File: config.mk
export PLATFORM = sky130hd
export DESIGN_NAME = xnor_popcount_accum
export DESIGN_NICKNAME = d
export VERILOG_FILES = /design/src/rtl/xnor_popcount_accum_pkg.sv /design/src/rtl/xnor_popcount_lane.sv /design/src/rtl/xnor_popcount_accum.sv
export SDC_FILE = /design/constraint.sdc
export NUM_CORES = 2
export LEC_CHECK = 0
export BUFFER_PORTS_ARGS = -buffer_cell sky130_fd_sc_hd__buf_4
export CORE_AREA = 2 2 435 437
export CTS_CLUSTER_SIZE = 30
export DETAILED_ROUTE_END_ITERATION = 8
export DIE_AREA = 0 0 437 439
export PLACE_DENSITY = 0.59
export SLEW_MARGIN = 20
export SYNTH_ARGS = -nofsm -noshare
export SYNTH_HDL_FRONTEND = slang
export SYNTH_SLANG_ARGS = --single-unit
File: constraint.sdc
create_clock -name clk -period 23.5 [get_ports clk]
set_input_delay 1.175 -clock clk [delete_from_list [all_inputs] [get_ports clk]]
set_output_delay 1.175 -clock clk [all_outputs]
set_load 0.02 [all_outputs]
File: src/rtl/xnor_popcount_accum_pkg.sv
// Shared defaults, FSM state type and sizing helper for the XNOR-popcount
// binarized accumulator.
package xnor_popcount_accum_pkg;

    localparam int LANES_DEFAULT = 32;
    localparam int WIDTH_DEFAULT = 16;
    localparam int ACC_W_DEFAULT = 11;
    localparam int BATCH_W       = 6;

    typedef enum logic [1:0] {
        IDLE   = 2'd0,
        ACCUM  = 2'd1,
        FINISH = 2'd2
    } state_t;

    // Bits needed to hold a popcount in the range 0..width.
    function automatic int pop_width(input int width);
        return $clog2(width + 1);
    endfunction

endpackage

File: src/rtl/xnor_popcount_lane.sv
// Stage 1 of one lane: XNOR activation against weight, count matching bits,
// and register the count together with a valid flag.
module xnor_popcount_lane
    import xnor_popcount_accum_pkg::*;
#(
    parameter int WIDTH = WIDTH_DEFAULT,
    parameter int POP_W = pop_width(WIDTH_DEFAULT)
) (
    input  logic             clk,
    input  logic             rst,
    input  logic             clear,
    input  logic             accept,
    input  logic [WIDTH-1:0] activation,
    input  logic [WIDTH-1:0] weight,
    output logic [POP_W-1:0] pop,
    output logic             pop_valid
);

    logic [WIDTH-1:0] match;
    logic [POP_W-1:0] pop_next;

    always_comb begin
        match    = ~(activation ^ weight);
        pop_next = '0;
        for (int b = 0; b < WIDTH; b++) begin
            pop_next = pop_next + POP_W'(match[b]);
        end
    end

    // The valid flag only ever lasts one cycle per accepted beat, so the
    // accumulator downstream sees each beat exactly once.
    always_ff @(posedge clk or posedge rst) begin
        if (rst) begin
            pop       <= '0;
            pop_valid <= 1'b0;
        end else if (clear) begin
            pop       <= '0;
            pop_valid <= 1'b0;
        end else begin
            pop_valid <= accept;
            if (accept) begin
                pop <= pop_next;
            end
        end
    end

endmodule

File: src/rtl/xnor_popcount_accum.sv
// Multi-lane binarized dot-product engine: per-lane XNOR-popcount accumulation
// over a batch of beats, then a threshold compare producing one bit per lane.
module xnor_popcount_accum
    import xnor_popcount_accum_pkg::*;
#(
    parameter int LANES = LANES_DEFAULT,
    parameter int WIDTH = WIDTH_DEFAULT,
    parameter int ACC_W = ACC_W_DEFAULT
) (
    input  logic                   clk,
    input  logic                   rst,
    input  logic                   start,
    input  logic [BATCH_W-1:0]     batch,
    input  logic [ACC_W-1:0]       threshold,
    input  logic [LANES*WIDTH-1:0] activation_in,
    input  logic [LANES-1:0]       activation_in_valid,
    input  logic [LANES*WIDTH-1:0] weight_in,
    output logic                   busy,
    output logic [LANES-1:0]       result,
    output logic                   result_valid
);

    localparam int POP_W = pop_width(WIDTH);

    state_t             state;
    state_t             state_next;
    logic               load;
    logic               finish_go;
    logic               first_cycle;
    logic [BATCH_W-1:0] batch_q;
    logic [ACC_W-1:0]   threshold_q;
    logic [LANES-1:0]   accept;
    logic [LANES-1:0]   lane_done;
    logic [LANES-1:0]   lane_pending;
    logic [LANES-1:0]   lane_hit;

    assign busy = (state != IDLE);

    for (genvar i = 0; i < LANES; i++) begin : g_lane
        logic [BATCH_W-1:0] cnt;
        logic [ACC_W-1:0]   acc;
        logic [POP_W-1:0]   pop;
        logic               pop_valid;

        assign accept[i]       = (state == ACCUM) && activation_in_valid[i] && (cnt < batch_q);
        assign lane_done[i]    = (cnt == batch_q);
        assign lane_pending[i] = pop_valid;
        assign lane_hit[i]     = (acc >= threshold_q);

        xnor_popcount_lane #(
            .WIDTH (WIDTH),
            .POP_W (POP_W)
        ) u_stage1 (
            .clk        (clk),
            .rst        (rst),
            .clear      (load),
            .accept     (accept[i]),
            .activation (activation_in[i*WIDTH +: WIDTH]),
            .weight     (weight_in[i*WIDTH +: WIDTH]),
            .pop        (pop),
            .pop_valid  (pop_valid)
        );

        // Stage 2: beat counter and running sum, both wiped when a job is loaded.
        always_ff @(posedge clk or posedge rst) begin
            if (rst) begin
                cnt <= '0;
                acc <= '0;
            end else if (load) begin
                cnt <= '0;
                acc <= '0;
            end else begin
                if (accept[i]) begin
                    cnt <= cnt + BATCH_W'(1);
                end
                if (pop_valid) begin
                    acc <= acc + ACC_W'(pop);
                end
            end
        end
    end

    // The completion check is held off for the first ACCUM cycle so that an
    // empty batch still takes two clocks from start to result, matching the
    // two-clock tail that follows the last beat of a non-empty batch.
    always_comb begin
        state_next = state;
        load       = 1'b0;
        finish_go  = 1'b0;
        case (state)
            IDLE: begin
                if (start) begin
                    load       = 1'b1;
                    state_next = ACCUM;
                end
            end
            ACCUM: begin
                if (!first_cycle && (&lane_done) && !(|lane_pending)) begin
                    finish_go  = 1'b1;
                    state_next = FINISH;
                end
            end
            FINISH: begin
                state_next = IDLE;
            end
            default: begin
                state_next = IDLE;
            end
        endcase
    end

    // The result is captured on the edge that enters FINISH, so the FINISH
    // cycle is exactly the cycle in which result_valid is high.
    always_ff @(posedge clk or posedge rst) begin
        if (rst) begin
            state        <= IDLE;
            batch_q      <= '0;
            threshold_q  <= '0;
            first_cycle  <= 1'b0;
            result       <= '0;
            result_valid <= 1'b0;
        end else begin
            state        <= state_next;
            first_cycle  <= load;
            result_valid <= finish_go;
            if (load) begin
                batch_q     <= batch;
                threshold_q <= threshold;
            end
            if (finish_go) begin
                result <= lane_hit;
            end
        end
    end

endmodule

==> metrics.csv <==
metric;value;unit
status;finished clean;
synth_top_area_cell;dfrtp_1;
ys_top_cells_by_area;dfrtp_1 (30%), ha_1 (17%), fa_1 (11%);
vias_per_cell;5.02;
ys.flop_type;dfrtp_1;
synth_seq_area_share;0.298;
cts_setup_buffers;0;
maxSlewViolCount;0;
hold_path_class;reg2reg;
grt_overflow_total;0;
drive_gt1_frac;0.174;
fillCellCount;18100;
dr.pass1.iters;6;
cap_violations;0;
synth_cells;6916;
initial_core_util;0.355;
gp_congestion;0.932;
crit_type;reg2reg;
r2r_cells;8;
dp_hpwl;147000;µm
leakage;39.8;nW
synth_nets;9240;
finalWorstPathRequiredPeriod;5.08;ns
ir_worst_vdd;0.0552;mV
ant_nets;0;
avgRoutedWirePerCell;18.0;µm
synth.most_common_cell;ha_1;
arrival;5.68;ns
path_clk_slew;0.06;ns
synthDominantCellAreaShare;0.298;
ys_ff_latch;789;
setup_viol;0;
port_buffers;1109;
synth_cell_type_count;55;
coreArea;187000;µm²
fin_worst_skew;0.0373;ns
die_x;437;µm
rrSetupSlack;18.42;ns
ctsResizeCount;0;
synth_edf_count;0;
cts_buffers;99;
dieArea;192000;µm²
syn2layout_area_growth;22.6;%
max_freq;197;MHz
rsz0062_at_grt;false;
hold_viol_final;0;
yosys_warnings;0;
crit_start;state[1]$_DFFE_PP0P_;
crit_end;g_lane[26].cnt[0]$_DFFE_PP0P_;
rows;159;
grt_pass1_wl;300000;µm
die_h;439;µm
drc;0;
synthTopCellsByCount;ha_1 (896), dfrtp_1 (789), inv_1 (676), xnor2_1 (526), nor2_1 (469);
power_density;110;nW/µm²
cts_max_path_buffers;3;
pin_count;1110;
crit_required;24.10;ns
htreeDepth;3;
clk_latency;0.72;ns
worst_pin_slew;1.18;ns
crit-reg2reg-launch;state[1]$_DFFE_PP0P_;
drt_wl_total;191000;µm
finalSetupTns;0;ns
slew_headroom;0.216;
end_kind;flip-flop;
grt_pass1_vias;55200;
crit_path_max_fanout;204;
critPathLaunchType;flip-flop;
drt_iter0_markers;2566;
groute.usage.overall;0.197;
cts_sinks;789;
grt_max_degree;205;
antenna_found_initial;8;
postCtsHoldBufs;0;
r2r-end;g_lane[26].cnt[0]$_DFFE_PP0P_;
syn-cell-area;66300;µm²
cts_tree;built;
async_reset_ff_frac;1.00;
utilization;0.435;
seqCellArea;19700;µm²
fin_hold_ws;0.506;ns
fin_crit_sh;0.216;
vias;53300;
final_nets;10300;
clockRootBuffer;clkbuf_16;
multi_input_area;43400;µm²
post_synth.cell_area_avg;9.59;µm²
## routing by layer
| layer | part of all wire | wire length (µm) | GRT usage | up-vias |
|---|---|---|---|---|
| met5 | 0.000068 | 13 | 0 | - |
| li1 | - | - | - | 26000 |
| met1 | 0.43 | 81700 | 0.246 | 25800 |
| met4 | 0.027 | 5180 | 0.0528 | 2 |
| met2 | 0.50 | 96300 | 0.355 | 1151 |
| met3 | 0.042 | 7970 | 0.0246 | 259 |
## power by group
part           leakage (nW)  internal [mW]  switching, mW
logic                  28.6           2.25           2.46
clock network          1.79           1.05          0.646
registers              9.43           1.94          0.562
## final cells by class
type,instances,share of cell area
Clock inverter,39,0.00785
Tap cell,2495,0.0384
Clock buffer,146,0.0370
Timing Repair Buffer,1168,0.108
Antenna cell,4,0.000123
Sequential cell,789,0.243
Inverter,686,0.0320
Multi-Input combinational cell,5281,0.534
## worst min-delay path by stage
stage | start | endpoint | slack [ns] | depth (start not counted)
after floorplan | g_lane[0].u_stage1.pop[0]$_DFFE_PP0P_ | g_lane[0].u_stage1.pop[0]$_DFFE_PP0P_ | 0.47 | 2
after global placement | g_lane[29].cnt[4]$_DFFE_PP0P_ | g_lane[29].cnt[4]$_DFFE_PP0P_ | 0.49 | 1
after detailed placement | g_lane[30].u_stage1.pop[0]$_DFFE_PP0P_ | g_lane[30].u_stage1.pop[0]$_DFFE_PP0P_ | 0.50 | 2
after CTS | g_lane[30].u_stage1.pop[0]$_DFFE_PP0P_ | g_lane[30].u_stage1.pop[0]$_DFFE_PP0P_ | 0.51 | 2
after global routing | result[23]$_DFFE_PP0P_ | result[23]$_DFFE_PP0P_ | 0.53 | 1
final | g_lane[2].u_stage1.pop[2]$_DFFE_PP0P_ | g_lane[2].u_stage1.pop[2]$_DFFE_PP0P_ | 0.51 | 2
## kinds of logic after synthesis
logic type | Yosys count | synth area share
AND/OR/NAND/NOR | 1771 | 0.131
AO/OA/AOI/OAI | 1361 | 0.123
adder cells (fa/ha/maj) | 1248 | 0.275
buffers and inverters | 846 | 0.0491
XOR/XNOR | 795 | 0.105
flip-flops | 789 | 0.298
multiplexers | 106 | 0.0185
## through the flow
step	cells	total power, mW	setup WS (ns)	cell area [µm²]
finish	10600	8.91	18.42	81300
floorplan	6916	6.04	0.171	66300
detailed placement	10400	7.28	18.06	77600
CTS	10600	9.05	18.27	81300
global placement	10400	7.08	18.11	77600
global route	10600	9.95	18.07	81300
## worst max-delay path: stages (launching register included)
cell and delay [ns]:
dfrtp_1 0.40, nor2_1 0.54, nand2_4 0.43, inv_8 0.64, buf_4 0.93, buf_12 0.75, buf_4 0.77, nor3_1 0.11
a21o_1 0.18
## sequential cells by signal, indices dropped and copies added, names as in the netlist, 2 cells and up
name and flops:
state 2, g_lane.u_stage1.pop_valid 32, batch_q 6, threshold_q 11, g_lane.cnt 192, g_lane.acc 352
g_lane.u_stage1.pop 160, result 32
## cell usage in the layout, fill, tap and decap left out, types with 30 or more instances in the layout
master     netlist  final
o211ai_1        63     63
xnor2_1        526    526
nand4_1         69     69
a21oi_1        423    423
nand2b_1        33     33
nor3_1         117    117
a211oi_1        97     97
xor2_1         269    269
fa_1           352    352
mux2_4          30     30
a21boi_0        32     32
buf_4            2   1166
mux2i_1         66     66
and3_1          36     36
o21bai_1        40     40
nor2_1         469    465
and4_1          33     33
nor3b_1         56     56
or3_1          106    106
nor2b_1         84     83
nand3_1        234    234
ha_1           896    896
nor4_1          46     46
inv_1          676    665
o21ai_0        430    430
nand2_1        414    413
clkbuf_16        0    102
o2111ai_1       35     35
dfrtp_1        789    788
a21o_1         196    196
(Power assumes the default switching activity.)
